### config.mk
export PLATFORM = sky130hd
export DESIGN_NAME = stopwatch_bcd_counter
export DESIGN_NICKNAME = d
export VERILOG_FILES = /design/src/rtl/stopwatch_bcd_counter.sv
export SDC_FILE = /design/constraint.sdc
export NUM_CORES = 1
export LEC_CHECK = 0
export ABC_AREA = 1
export BUFFER_PORTS_ARGS = -buffer_cell sky130_fd_sc_hd__buf_2
export CELL_PAD_IN_SITES_DETAIL_PLACEMENT = 0
export CELL_PAD_IN_SITES_GLOBAL_PLACEMENT = 1
export CORE_UTILIZATION = 47
export CTS_CLUSTER_DIAMETER = 40
export CTS_CLUSTER_SIZE = 8
export DETAILED_ROUTE_END_ITERATION = 8
export PLACE_DENSITY = 0.83
export SETUP_SLACK_MARGIN = 0.2
export SYNTH_ARGS = -nofsm -noshare
export SYNTH_HDL_FRONTEND = slang
export SYNTH_SLANG_ARGS = --single-unit
### constraint.sdc
create_clock -name clkin -period 3.5 [get_ports clkin]
set_clock_uncertainty 0.2 [all_clocks]
set_input_delay 0.175 -clock clkin [delete_from_list [all_inputs] [get_ports clkin]]
set_output_delay 0.175 -clock clkin [all_outputs]
set_load 0.1 [all_outputs]
### src/rtl/stopwatch_bcd_counter.sv
// MM:SS BCD stopwatch driven by a slow divider output sampled in the fast clkin domain.
// The divider output and the keys are synchronized and edge-detected here; only rising edges act.
// Optional lap-hold feature: define LAP_EN to add key_lap / lapheld.
module stopwatch_bcd_counter #(
    parameter int TICKS_PER_INC = 1,
    parameter int SYNC_STAGES   = 2
) (
    input  logic       clkin,
    input  logic       reset,
    input  logic       tickin,
    input  logic       key_startstop,
    input  logic       key_clear,
`ifdef LAP_EN
    input  logic       key_lap,
    output logic       lapheld,
`endif
    output logic [3:0] sec_ones,
    output logic [3:0] sec_tens,
    output logic [3:0] min_ones,
    output logic [3:0] min_tens,
    output logic       running,
    output logic       wrap
);

    // Conditioned input bit positions: tick, start/stop, clear (and lap when enabled).
    localparam int IDX_TICK = 0;
    localparam int IDX_SS   = 1;
    localparam int IDX_CLR  = 2;
`ifdef LAP_EN
    localparam int NIN      = 4;
    localparam int IDX_LAP  = 3;
`else
    localparam int NIN      = 3;
`endif

    // Prescaler terminal count; the prescaler rolls over here and issues one increment.
    localparam logic [15:0] TERM = 16'(TICKS_PER_INC - 1);

    typedef enum logic [1:0] {
        S_IDLE,
        S_RUN,
        S_PAUSE
    } state_t;

    logic [NIN-1:0] w_raw;
    logic [NIN-1:0] r_sync [SYNC_STAGES];
    logic [NIN-1:0] r_hist;
    logic [NIN-1:0] w_rise;

    logic w_tickRise;
    logic w_ssRise;
    logic w_clrRise;

    state_t r_state;
    state_t w_nextState;
    logic   r_running;

    logic [15:0] r_prescale;
    logic [3:0]  r_secOnes;
    logic [3:0]  r_secTens;
    logic [3:0]  r_minOnes;
    logic [3:0]  r_minTens;
    logic        r_wrap;

`ifdef LAP_EN
    assign w_raw = {key_lap, key_clear, key_startstop, tickin};
`else
    assign w_raw = {key_clear, key_startstop, tickin};
`endif

    // Synchronizer chain plus one history flop per conditioned input.
    always_ff @(posedge clkin or posedge reset) begin
        if (reset) begin
            for (int i = 0; i < SYNC_STAGES; i++) begin
                r_sync[i] <= '0;
            end
            r_hist <= '0;
        end else begin
            r_sync[0] <= w_raw;
            for (int i = 1; i < SYNC_STAGES; i++) begin
                r_sync[i] <= r_sync[i-1];
            end
            r_hist <= r_sync[SYNC_STAGES-1];
        end
    end

    assign w_rise     = r_sync[SYNC_STAGES-1] & ~r_hist;
    assign w_tickRise = w_rise[IDX_TICK];
    assign w_ssRise   = w_rise[IDX_SS];
    assign w_clrRise  = w_rise[IDX_CLR];

    // State register; running is registered alongside so it changes with the state.
    always_ff @(posedge clkin or posedge reset) begin
        if (reset) begin
            r_state   <= S_IDLE;
            r_running <= 1'b0;
        end else begin
            r_state   <= w_nextState;
            r_running <= (w_nextState == S_RUN);
        end
    end

    // Next-state decode: clear wins over start/stop from any state.
    always_comb begin
        w_nextState = r_state;
        if (w_clrRise) begin
            w_nextState = S_IDLE;
        end else if (w_ssRise) begin
            case (r_state)
                S_IDLE:  w_nextState = S_RUN;
                S_RUN:   w_nextState = S_PAUSE;
                S_PAUSE: w_nextState = S_RUN;
                default: w_nextState = S_IDLE;
            endcase
        end
    end

    // Prescaler and BCD ripple counter; ticks are judged against the state before any key action.
    always_ff @(posedge clkin or posedge reset) begin
        if (reset) begin
            r_prescale <= '0;
            r_secOnes  <= '0;
            r_secTens  <= '0;
            r_minOnes  <= '0;
            r_minTens  <= '0;
            r_wrap     <= 1'b0;
        end else begin
            r_wrap <= 1'b0;
            if (w_clrRise) begin
                r_prescale <= '0;
                r_secOnes  <= '0;
                r_secTens  <= '0;
                r_minOnes  <= '0;
                r_minTens  <= '0;
            end else if ((r_state == S_RUN) && w_tickRise) begin
                if (r_prescale == TERM) begin
                    r_prescale <= '0;
                    if (r_secOnes != 4'd9) begin
                        r_secOnes <= r_secOnes + 4'd1;
                    end else begin
                        r_secOnes <= '0;
                        if (r_secTens != 4'd5) begin
                            r_secTens <= r_secTens + 4'd1;
                        end else begin
                            r_secTens <= '0;
                            if (r_minOnes != 4'd9) begin
                                r_minOnes <= r_minOnes + 4'd1;
                            end else begin
                                r_minOnes <= '0;
                                if (r_minTens != 4'd5) begin
                                    r_minTens <= r_minTens + 4'd1;
                                end else begin
                                    r_minTens <= '0;
                                    r_wrap    <= 1'b1;
                                end
                            end
                        end
                    end
                end else begin
                    r_prescale <= r_prescale + 16'd1;
                end
            end
        end
    end

`ifdef LAP_EN
    logic       w_lapRise;
    logic       r_lapHeld;
    logic [3:0] r_lapSecOnes;
    logic [3:0] r_lapSecTens;
    logic [3:0] r_lapMinOnes;
    logic [3:0] r_lapMinTens;

    assign w_lapRise = w_rise[IDX_LAP];

    // Lap capture/release; only honoured in RUN, dropped on clear or when start/stop leaves RUN.
    always_ff @(posedge clkin or posedge reset) begin
        if (reset) begin
            r_lapHeld    <= 1'b0;
            r_lapSecOnes <= '0;
            r_lapSecTens <= '0;
            r_lapMinOnes <= '0;
            r_lapMinTens <= '0;
        end else begin
            if (w_clrRise) begin
                r_lapHeld <= 1'b0;
            end else if (w_ssRise && (r_state == S_RUN)) begin
                r_lapHeld <= 1'b0;
            end else if (w_lapRise && (r_state == S_RUN)) begin
                if (r_lapHeld) begin
                    r_lapHeld <= 1'b0;
                end else begin
                    r_lapHeld    <= 1'b1;
                    r_lapSecOnes <= r_secOnes;
                    r_lapSecTens <= r_secTens;
                    r_lapMinOnes <= r_minOnes;
                    r_lapMinTens <= r_minTens;
                end
            end
        end
    end

    assign lapheld  = r_lapHeld;
    assign sec_ones = r_lapHeld ? r_lapSecOnes : r_secOnes;
    assign sec_tens = r_lapHeld ? r_lapSecTens : r_secTens;
    assign min_ones = r_lapHeld ? r_lapMinOnes : r_minOnes;
    assign min_tens = r_lapHeld ? r_lapMinTens : r_minTens;
`else
    assign sec_ones = r_secOnes;
    assign sec_tens = r_secTens;
    assign min_ones = r_minOnes;
    assign min_tens = r_minTens;
`endif

    assign running = r_running;
    assign wrap    = r_wrap;

endmodule
== Word-level counts from Yosys, hierarchy flattened ==
Cells that the tools add are included.

* Add/sub/neg operators: 5
* Equal/unequal tests: 10
* Mux-type cells: 35
* Bitwise operators: 2
* Reduce and logical (&&, ||, !) cells: 10

{| class="wikitable"
|+ Operator list
! operator !! number
|-
| two-way mux 4 bit || 22
|-
| two-way mux 16 bit || 3
|-
| adder 16 x 1 -> 16 bit (second input constant) || 1
|-
| adder 4 x 1 -> 4 bit (second input constant) || 4
|-
| zero test 16 bit || 1
|-
| != test 4 x 3 -> 1 bit (second input constant) || 2
|-
| != test 4 bit (second input constant) || 2
|-
| two-way mux 1 bit || 7
|-
| != test 2 bit (second input constant) || 3
|-
| AND reduction 5 bit || 1
|-
| equality test 2 x 1 -> 1 bit (second input constant) || 2
|-
| two-way mux 2 bit || 2
|-
| case mux 2 bit (2 select lines) || 1
|-
| AND reduction 4 bit || 1
|-
| nonzero test 2 bit || 2
|-
| bitwise AND 3 bit || 1
|-
| inverter 3 bit || 1
|-
| AND reduction 3 bit || 1
|-
| equality test 2 bit (second input constant) || 1
|-
| zero test 2 bit || 1
|-
| AND reduction 2 bit || 1
|-
| OR reduction 2 bit || 1
|-
| logical AND 1 bit || 1
|}

* Register bits after elaboration: 45
* Input port bits: 5
* Output and inout port bits: 18
* Logic and storage cells: 73

== Logic depth before layout (Yosys ltp) ==
Gate-level depths: netlist of the first run.

* Depth in word-level cells: 8
* Mapped depth: 10

== Least setup slack after synthesis of the first run ==
Ideal clock, no wire load.

* Path kind: register to register
* Start point: register r_secOnes[0] (netlist: sec_ones[0])
* End point: register r_minOnes[0] (netlist: min_ones[0])
* Library setup time: 0.123 ns
* Arrival time: 1.977 ns
* Required time: 3.177 ns
* Slack: 1.200 ns
* Cell stages (with the launch flop): 9
* Path buffers: 0
* Period minus slack after synthesis: 2.300 ns
* Cells stage by stage: dfrtp_1 > ha_1 > nand3_1 > nand2_2 > inv_2 > nor2_4 > nand2_1 > nand2_1 > nand2_1

* Longest elaborated chain between the ends: 3

{| class="wikitable"
|+ Ends and longest elaborated chain
! item !! RTL line !! source
|-
| start: declaration || 59 || <nowiki>logic [3:0] r_secOnes;</nowiki>
|-
| start signal: assignment || 139 || <nowiki>r_secOnes <= r_secOnes + 4'd1;</nowiki>
|-
| != test 4 bit || 138 || <nowiki>if (r_secOnes != 4'd9) begin</nowiki>
|-
| != test 2 bit (no source line) || - ||
|-
| AND reduction 4 bit (no source line) || - ||
|-
| end signal: assignment || 147 || <nowiki>r_minOnes <= r_minOnes + 4'd1;</nowiki>
|-
| end: declaration || 61 || <nowiki>logic [3:0] r_minOnes;</nowiki>
|}

Every way passes these cells.
A chain may end at the register's enable or synchronous reset.

== Final worst setup path of the first run ==
* Start point: register r_prescale[0]
* End point: register r_minOnes[3] (netlist: min_ones[3])

* Longest elaborated chain between the ends: 3

{| class="wikitable"
|+ Ends and longest elaborated chain
! item !! RTL line !! source
|-
| start: declaration || 58 || <nowiki>logic [15:0] r_prescale;</nowiki>
|-
| start signal: assignment || 160 || <nowiki>r_prescale <= r_prescale + 16'd1;</nowiki>
|-
| zero test 16 bit || 136 || <nowiki>if (r_prescale == TERM) begin</nowiki>
|-
| nonzero test 2 bit (no source line) || - ||
|-
| AND reduction 4 bit (no source line) || - ||
|}

Every way passes these cells.

==> impl_metrics.tcl, run 1 <==
set metrics [dict create \
    tightest_slew_ns 0.9183 \
    drt_iter0_markers 125 \
    antenna_found_initial 0 \
    synth.top_cell.area_share 0.4536 \
    synth_mux_area_frac 0 \
    finalHoldViolCount 0 \
    core_area_mm2 0.005107 \
    cts_hold_buf 4 \
    grt_pass1_vias 1859 \
    cts_resized 0 \
    synth-edff-count 0 \
    cp.required_ns 3.49 \
    ys_ff_latch 45 \
    drc 0 \
    yosys.area.top_type "dfrtp_1" \
    synth.top_cells.by_area "dfrtp_1 45%, nand2_1 11%, nor2_1 7.0%, inv_1 5.3%, ha_1 5.0%" \
    crit_path_end_kind "flop" \
    pre_cts_slack_ns 1.470 \
    num-nets-final 357 \
    ir_worst_vdd_mv 0.5824 \
    area.sequential_mm2 0.001126 \
    synthAdderAreaFrac 0.05040 \
    fin_cells 413 \
    dp_hpwl_mm 3.657 \
    htree_levels 2 \
    finalSetupViolCount 0 \
    layout_min_cycle_time_ns 2.033 \
    synthMostInstantiatedCell "nand2_1" \
    outcome "finished, final reports clean" \
    async_flop_share 1.000 \
    post_dp_cell_area_mm2 0.002634 \
    clk_pin_slew_ns 0.09 \
    synth_commonest_cells "74 x nand2_1, 46 x nor2_1, 45 x dfrtp_1, 35 x inv_1, 22 x nand3_1" \
    multi_input_area_mm2 0.001171 \
    synth_top_family_by_area "simple AND/OR/NAND/NOR gates" \
    cts_made_buffers 5 \
    clk_latency_ns 0.30 \
    diodes 0 \
    slew_headroom 0.3869 \
    synth_xor_area_frac 0.02117 \
    ys_warn_count 0 \
    rsz0062_at_grt "no" \
    max_clock_freq_mhz 491.8 \
    cp_max_fo 22 \
    hold_class "flop to flop" \
    area_growth_pct 12.35 \
    drv_slew 0 \
    rows 26 \
    path_class "flop to flop" \
    fillers 499 \
    drt-pass1-iter-count 4 \
    dieHeight_um 74.68 \
    final_util 0.5461 \
    cp-start-kind "flop" \
    power_leakage_nw 1.382 \
    drive_gt1_frac 0.1312 \
    cts_tree "yes" \
    critPathArrivalTime_ns 2.02 \
    syn_nets 329 \
    grt_start_max_net_pins 46 \
    power_density_mw_per_mm2 597.2 \
    synthSimpleGateAreaFrac 0.3443 \
    cts.sinks 45 \
    wire_per_inst_um 12.49 \
    final_area_mm2 0.002789 \
    finalWirelength_mm 5.160 \
    track_usage 0.2099 \
    ys_types 28 \
    syn_inst 314 \
    dpl.cell_count 401 \
    io_buffers 22 \
    start_util 0.4860 \
    syn_area_mm2 0.002482 \
    synth.avg_cell_area_um2 7.906 \
    synth_seq_area_share 0.4536 \
    clockBufferDepth 2 \
    dieArea_mm2 0.005576 \
    fin_crit_sh 0.5810 \
    grt.overflow.total 0 \
    setup_ws_ns 1.467 \
    ant_nets 0 \
    grt_pass1_wl_mm 8.776 \
    num_io_pins 23 \
    fin_tns_setup_ns 0 \
    post_cts_buffers 0 \
    synth_compound_area_frac 0.05595 \
    fp.dieW_um 74.68 \
    routabilityCongestion 0.8167 \
    dr_total_vias 2088 \
    cts-root-buf "clkbuf_8" \
    vias_per_cell 5.056 \
    maxCapViolCount 0 \
    synthFlopType "dfrtp_1" \
]
per-layer routing:
metal	wire length, um	global-route usage	up-vias
met5	0	0	-
met3	196	0.03614	5
met1	2485	0.2868	964
met2	2415	0.3493	40
met4	63	0.05031	0
li1	-	-	1079
worst max-delay path, stage by stage, from the launching register on:
cell and delay [ns]:
dfrtp_1 0.41, inv_1 0.11, ha_1 0.18, nand2_1 0.06
nor2_1 0.09, nand2_1 0.10, o21bai_4 0.42, nand2_1 0.19
nand2_1 0.10, nand2_1 0.05
cells in the final DEF (no fill, tap or decap), drive strengths merged, types with 2 or more instances in the layout:
cell	n
xor2	4
nor4	4
a21oi	7
dlygate4sd3	4
nand4	13
o21ai	17
dfrtp	45
nor2	51
and3	3
inv	37
nand2	78
ha	10
buf	22
clkbuf	5
nor3b	2
xnor2	2
nor3	11
nand3	23
registers in the layout (all words and copies together), names as in the netlist:
signal	cells
min_ones	4
min_tens	4
r_hist	3
r_prescale	16
r_state	2
r_sync	6
running	1
sec_ones	4
sec_tens	4
wrap	1
layout make-up:
type | instances | share of cell area
Clock inverter | 3 | 0.01660
Clock buffer | 5 | 0.02467
Tap cell | 70 | 0.03140
Sequential cell | 45 | 0.4038
Multi-Input combinational cell | 227 | 0.4199
Timing Repair Buffer | 26 | 0.05384
Inverter | 37 | 0.04980
logic make-up after synthesis:
logic type / count (synthesis)
fa+ha+maj: 10
flops: 45
simple gates: 186
buf+inv: 42
compound gates: 25
xor+xnor: 6
power breakdown:
part           total (W)  switching [W]  internal (W)  leakage, nW
sequential      0.000648      0.0000714      0.000576        0.594
clock           0.000397       0.000183      0.000214       0.0543
combinational   0.000621       0.000508      0.000113        0.733
total            0.00167       0.000763      0.000903         1.38
through the flow:
| stage | hold WS (ns) | power, W |
|---|---|---|
| after detailed placement | 0.08431 | 0.001275 |
| after global placement | 0.08277 | 0.001269 |
| after floorplan | 0.006430 | 0.001178 |
| after CTS | 0.1561 | 0.001685 |
| final | 0.1526 | 0.001666 |
| after global routing | 0.1700 | 0.001752 |
path summary, 6_finish.rpt:
check	end	from	depth (start not counted)	slack, ns
setup / recovery	min_ones[3]	r_prescale[0]	9	1.47
hold / removal	r_sync[1]	r_sync[4]	0	0.15
setup reg to reg	min_ones[3]	r_prescale[0]	9	1.47
hold reg to reg	r_sync[1]	r_sync[4]	0	0.15
max in group asynchronous	r_prescale[3]	reset	3	2.10
min in group asynchronous	running	reset	3	0.42
No activity file was read; power rests on OpenSTA's default activity.
==> inputs of run 2 (changes only) <==
--- a/config.mk
+++ b/config.mk
@@ -9,11 +9,11 @@
 export BUFFER_PORTS_ARGS = -buffer_cell sky130_fd_sc_hd__buf_2
 export CELL_PAD_IN_SITES_DETAIL_PLACEMENT = 0
 export CELL_PAD_IN_SITES_GLOBAL_PLACEMENT = 1
-export CORE_UTILIZATION = 47
+export CORE_UTILIZATION = 44
 export CTS_CLUSTER_DIAMETER = 40
 export CTS_CLUSTER_SIZE = 8
 export DETAILED_ROUTE_END_ITERATION = 8
-export PLACE_DENSITY = 0.83
+export PLACE_DENSITY = 0.78
 export SETUP_SLACK_MARGIN = 0.2
 export SYNTH_ARGS = -nofsm -noshare
 export SYNTH_HDL_FRONTEND = slang
==> constraint.sdc (replaced) <==
create_clock -name clkin -period 2 [get_ports clkin]
set_clock_uncertainty 0.2 [all_clocks]
set_input_delay 0.1 -clock clkin [delete_from_list [all_inputs] [get_ports clkin]]
set_output_delay 0.1 -clock clkin [all_outputs]
set_load 0.1 [all_outputs]
==> run 2 against run 1 <==
Compared with the run above:
- flip-flop and latch count did not move
- worst setup slack got worse by 1.3 ns
- sequential power rose by 82%
- final area rose by 12%
- die area rose by 6.6%
- sequential share of layout area fell by 2.9 points
- global-route usage rose by 0.22 points
- critical path depth did not move
- register-to-register slack got worse by 1.3 ns
- fmax rose by 13%
- routed wire length rose by 12%
- clock power rose by 83%
- critical endpoint is now sec_ones[2]
- largest cell class unchanged
- largest power group unchanged
- highest routed layer unchanged
==> impl_metrics.tcl, run 2 (synthesized netlist as in run 1, its figures left out) <==
set metrics [dict create \
    final_common_cell "nand2_1" \
    crit_path_end_kind "flop" \
    finalHoldViolCount 0 \
    drive_gt1_frac 0.3011 \
    vias_per_cell 5.090 \
    ir_worst_vdd_mv 0.9101 \
    rsz0062_at_grt "yes" \
    cp.required_ns 2.03 \
    num_io_pins 23 \
    drc 0 \
    finalSetupViolCount 0 \
    start_util 0.4710 \
    hold_ws_ns 0.1574 \
    final_area_mm2 0.003113 \
    dr_total_vias 2199 \
    cts-root-buf "clkbuf_8" \
    ant_nets 0 \
    top_regs "r_prescale x16, r_sync x6" \
    track_usage 0.2121 \
    grt_pass1_wl_mm 9.901 \
    regMostFlops "r_prescale" \
    fin_tns_setup_ns 0 \
    layout_min_cycle_time_ns 1.797 \
    max_clock_freq_mhz 556.5 \
    drt-pass1-iter-count 5 \
    slowest_stage "dfrtp_1" \
    path_cells "inv_2, ha_4, nand2_2, nor2_2, nand2_2, o21bai_4, buf_6, nand3_1, o21ai_1" \
    diodes 0 \
    power_density_mw_per_mm2 991.5 \
    path_class "flop to flop" \
    slew_headroom 0.6780 \
    routabilityCongestion 0.8477 \
    power_leakage_nw 1.483 \
    num-nets-final 376 \
    dieHeight_um 77.11 \
    wire_per_inst_um 13.41 \
    drt_iter0_markers 80 \
    largest_reg_flops 16 \
    grt.overflow.total 0 \
    crit_top_cell "nand2_2" \
    dp_hpwl_mm 4.083 \
    post_dp_cell_area_mm2 0.002765 \
    clk_pin_slew_ns 0.09 \
    io_buffers 22 \
    htree_levels 2 \
    critPathArrivalTime_ns 1.82 \
    cp_max_fo 6 \
    outcome "finished, final reports clean" \
    fp.dieW_um 77.11 \
    cts_tree "yes" \
    final_cell_mix "63 x nand2_1, 43 x nor2_1, 31 x inv_1" \
    finalWirelength_mm 5.794 \
    cts.sinks 45 \
    fin_crit_sh 0.8985 \
    hold_class "input pin to asynchronous set/reset pin" \
    fillers 487 \
    drv_slew 0 \
    grt_pass1_vias 2110 \
    clockBufferDepth 2 \
    critical_path.max_stage_delay_ns 0.44 \
    tightest_slew_ns 0.4864 \
    clk_latency_ns 0.30 \
    dieArea_mm2 0.005946 \
    rows 26 \
    area_growth_pct 25.40 \
    antenna_found_initial 0 \
    maxCapViolCount 0 \
    core_area_mm2 0.005270 \
    cts_made_buffers 5 \
    cp-start-kind "flop" \
    grt_start_max_net_pins 26 \
]
run 2: cell count changes in the layout (fill, tap and decap cells not counted), sizes merged:
cell	change
buf	+19
clkinvlp	-1
clkinv	-1
inv	+2
run 2: area by class of cell:
type | instances | area [um2] | area share
well taps | 70 | 87.58 | 0.02814
multi-input cells | 227 | 1286 | 0.4132
clock inverters | 3 | 47.55 | 0.01527
flip-flops and latches | 45 | 1167 | 0.3750
inverters | 37 | 138.9 | 0.04461
repair buffers | 45 | 316.6 | 0.1017
clock buffers | 5 | 68.82 | 0.02211
run 2: power by group:
| part | total, W | internal [W] | switching (W) |
|---|---|---|---|
| clock | 0.000727 | 0.000381 | 0.000346 |
| combinational | 0.00118 | 0.000255 | 0.000928 |
| sequential | 0.00118 | 0.00105 | 0.000130 |
run 2: critical path: cells and delay by family (launching register included):
kind	cells	cell delay, ns
flops	1	0.44
compound gates	2	0.34
fa+ha+maj	1	0.14
simple gates	4	0.30
buf+inv	2	0.29
run 2: path summary, 6_finish.rpt:
path	startpoint	endpoint	slack [ns]	cells past startpoint
min in group clkin	r_sync[3]	r_sync[0]	0.16	0
hold / removal	reset	r_sync[4]	0.16	3
setup / recovery	r_prescale[0]	sec_ones[2]	0.20	9
setup reg to reg	r_prescale[0]	sec_ones[2]	0.20	9
max in group asynchronous	reset	min_tens[2]	0.94	4
hold reg to reg	r_sync[3]	r_sync[0]	0.16	0
run 2: metal layers:
metal,up-vias,wire length (um),track usage
li1,1115,-,-
met2,55,2787,0.3482
met4,0,78,0.07547
met1,1020,2727,0.2830
met5,-,0,0
met3,9,200,0.03333
run 2: stage by stage:
step | utilization | setup WS [ns] | std cells | total power (W)
2_1_floorplan | - | 0.2056 | 314 | 0.002116
3_3_place_gp | 0.5247 | 0.2151 | 410 | 0.002303
3_5_place_dp | 0.5247 | 0.1700 | 410 | 0.002308
4_1_cts | 0.5579 | 0.2047 | 424 | 0.003042
5_1_grt | 0.5907 | 0.1022 | 432 | 0.003234
6_report | 0.5907 | 0.2031 | 432 | 0.003087
run 2: repair_timing:
item                                    CTS  global route
hold endpoints to repair                 48             0
hold buffers                              4             0
pin swaps                                 1            14
gates cloned                              0             1
endpoints found under the setup margin    5            27
setup buffers                             2             7
resized for setup                         2            36
==> inputs of run 3 (changes only) <==
--- a/config.mk
+++ b/config.mk
@@ -5,15 +5,16 @@
 export SDC_FILE = /design/constraint.sdc
 export NUM_CORES = 1
 export LEC_CHECK = 0
-export ABC_AREA = 1
+export ABC_AREA = 0
 export BUFFER_PORTS_ARGS = -buffer_cell sky130_fd_sc_hd__buf_2
 export CELL_PAD_IN_SITES_DETAIL_PLACEMENT = 0
 export CELL_PAD_IN_SITES_GLOBAL_PLACEMENT = 1
-export CORE_UTILIZATION = 44
+export CORE_ASPECT_RATIO = 0.9
+export CORE_UTILIZATION = 46
 export CTS_CLUSTER_DIAMETER = 40
 export CTS_CLUSTER_SIZE = 8
 export DETAILED_ROUTE_END_ITERATION = 8
-export PLACE_DENSITY = 0.78
+export PLACE_DENSITY = 0.77
 export SETUP_SLACK_MARGIN = 0.2
 export SYNTH_ARGS = -nofsm -noshare
 export SYNTH_HDL_FRONTEND = slang
==> run 3 against run 2 <==
Compared with the run above:
- combinational power up 36%
- flip-flop and latch count unchanged
- critical path depth down 2
- area after synthesis down 2.8%
- via count down 0.55%
- largest power group is now combinational logic
- non-clock buffer count up 27
- utilization up 14 points
- routed wire length up 11%
- register-to-register slack worse by 0.18 ns
- first-iteration DRC count up 140%
- clock power up 0.6%
- worst hold slack better by 0.0019 ns
==> impl_metrics.tcl, run 3 <==
set metrics [dict create \
    clk_latency_ns 0.31 \
    final_common_cell "buf_4" \
    htree_levels 2 \
    async_flop_share 1.000 \
    cts_tree "yes" \
    fin_cells 363 \
    layout_min_cycle_time_ns 1.974 \
    dieHeight_um 70.70 \
    pre_cts_slack_ns -0.05768 \
    rsz0062_at_grt "yes" \
    synth_commonest_cells "45 x dfrtp_1, 11 x a21oi_1, 11 x inv_1, 11 x o21ai_0, 11 x o31ai_1" \
    synthMostInstantiatedCell "dfrtp_1" \
    crit_buf_inv 3 \
    fp.dieW_um 78.34 \
    maxCapViolCount 0 \
    largest_reg_flops 16 \
    crit_cells 7 \
    area_growth_pct 49.07 \
    rows 24 \
    hold_path_depth 0 \
    tightest_slew_ns 0.5604 \
    drive_gt1_frac 0.5570 \
    power_density_mw_per_mm2 998.6 \
    regMostFlops "r_prescale" \
    critical_path.max_stage_delay_ns 0.41 \
    final_util 0.7258 \
    cts_made_buffers 5 \
    drv_slew 0 \
    ys_types 52 \
    cts.sinks 45 \
    ys_warn_count 0 \
    final_cell_mix "38 x buf_4, 29 x dfrtp_1, 22 x buf_2" \
    drt_iter0_markers 194 \
    clockBufferDepth 2 \
    drc 0 \
    top_regs "r_prescale x16, r_sync x6" \
    dp_hpwl_mm 4.159 \
    cp_top_family "buffers and inverters" \
    fin_crit_sh 0.9870 \
    grt_pass1_vias 2051 \
    io_buffers 22 \
    core_area_mm2 0.004955 \
    synth_seq_area_share 0.4668 \
    grtUsageMet3 0.03871 \
    crit_path_end_kind "flop" \
    antenna_found_initial 0 \
    cp.required_ns 1.98 \
    syn_inst 226 \
    slowest_stage "dfrtp_1" \
    dieArea_mm2 0.005538 \
    finalSetupViolCount 0 \
    critPathArrivalTime_ns 1.96 \
    setup_ws_ns 0.02604 \
    num_io_pins 23 \
    cts-root-buf "clkbuf_8" \
    num-nets-final 312 \
    diodes 0 \
    vias_per_cell 6.025 \
    rr_worst_depth 7 \
    finalWirelength_mm 6.429 \
    path_cells "nor4_2, buf_4, a41oi_2, buf_6, buf_12, o31ai_2, o31ai_1" \
    ir_worst_vdd_mv 1.205 \
    grt_pass1_wl_mm 9.653 \
    max_clock_freq_mhz 506.6 \
    synth.top_cells.by_area "dfrtp_1 47%, ha_1 5.2%, o31ai_1 3.4%, o41ai_2 2.7%, a21oi_1 2.3%" \
    routabilityCongestion 0.7570 \
    cp_max_fo 12 \
    synth.top_cell.area_share 0.4668 \
    cp-start-kind "flop" \
    top_usage_layer "met2" \
    synth.avg_cell_area_um2 10.67 \
    met1_usage 0.3076 \
    use_met2 0.3723 \
    slew_headroom 0.6264 \
    syn_nets 241 \
    grt.overflow.total 0 \
    hold_class "flop to flop" \
    finalHoldViolCount 0 \
    ys_ff_latch 45 \
    dpl.cell_count 339 \
    power_leakage_nw 1.551 \
    ant_nets 0 \
    clk_pin_slew_ns 0.09 \
    path_class "flop to flop" \
    drt-pass1-iter-count 4 \
    start_util 0.4869 \
    synth-edff-count 0 \
    synthFlopType "dfrtp_1" \
    syn_area_mm2 0.002412 \
    dr_total_vias 2187 \
    outcome "finished, final reports clean" \
    wire_per_inst_um 17.71 \
    grt_start_max_net_pins 46 \
    yosys.area.top_type "dfrtp_1" \
    track_usage 0.2275 \
    hold_ws_ns 0.1593 \
]
## run 3: cell types whose count changed after synthesis, sizes merged, moves of 5 or more
cell and change:
or3 +5, nand2 -68, inv -26, nand3 -13, nand4 -8, o31ai +13, a21o +7, o41ai +7
nor3 -5, nor2 -42
## run 3: power by group
group	internal (W)	switching, W
Clock	0.000383	0.000348
Sequential	0.00108	0.000174
Combinational	0.000432	0.00117
## run 3: metrics by stage
stage	cell area, um2	total power [W]	setup TNS (ns)
floorplan	2633	0.002448	-0.0009439
global placement	3024	0.002694	0
detailed placement	3024	0.002744	-0.1311
CTS	3283	0.003510	0
global route	3596	0.003727	-0.6312
finish	3596	0.003591	0
## run 3: cell families (layout without fill, tap and decap cells)
logic type	after synthesis	in the layout	share of synthesized area
xor+xnor	1	1	0.003631
compound gates	61	61	0.1981
simple gates	85	86	0.2241
buf+inv	20	91	0.03786
flops	45	45	0.4668
fa+ha+maj	10	10	0.05187
mux	4	4	0.01763
## run 3: worst paths after layout
path / start / to / slack (ns)
setup / recovery: r_prescale[2] / min_ones[3] / 0.03
hold / removal: r_sync[5] / r_sync[2] / 0.16
setup reg to reg: r_prescale[2] / min_ones[3] / 0.03
hold reg to reg: r_sync[5] / r_sync[2] / 0.16
max in group asynchronous: reset / sec_ones[1] / 0.89
min in group asynchronous: reset / r_hist[1] / 0.27
## run 3: metal layers
layer | vias up | wire, um
met3 | 19 | 213
met1 | 1098 | 2850
met4 | 0 | 157
met2 | 59 | 3207
li1 | 1011 | -
met5 | - | 0
## run 3: worst register-to-register path, delay by kind of cell, from the launching register on
| family | cells | cell delay [ns] |
|---|---|---|
| AOI/OAI and AO/OA | 3 | 0.47 |
| buffers and inverters | 3 | 0.50 |
| DFF | 1 | 0.41 |
| and+or+nand+nor | 1 | 0.29 |
## run 3: final cells by class
class	count	area, um2
Fill cell	350	1359
Multi-Input combinational cell	162	1628
Inverter	11	41.29
Timing Repair Buffer	72	560.5
Clock buffer	5	68.82
Clock inverter	3	50.05
Sequential cell	45	1166
Tap cell	65	81.33
## run 3: repair_timing
| action | in CTS | in global routing |
|---|---|---|
| hold endpoints to repair | 48 | 0 |
| setup endpoints to repair | 31 | 31 |
| setup buffers | 1 | 10 |
| hold buffers | 4 | 0 |
| cloned | 0 | 1 |
| gates resized for setup | 19 | 47 |
| pin swaps | 4 | 13 |
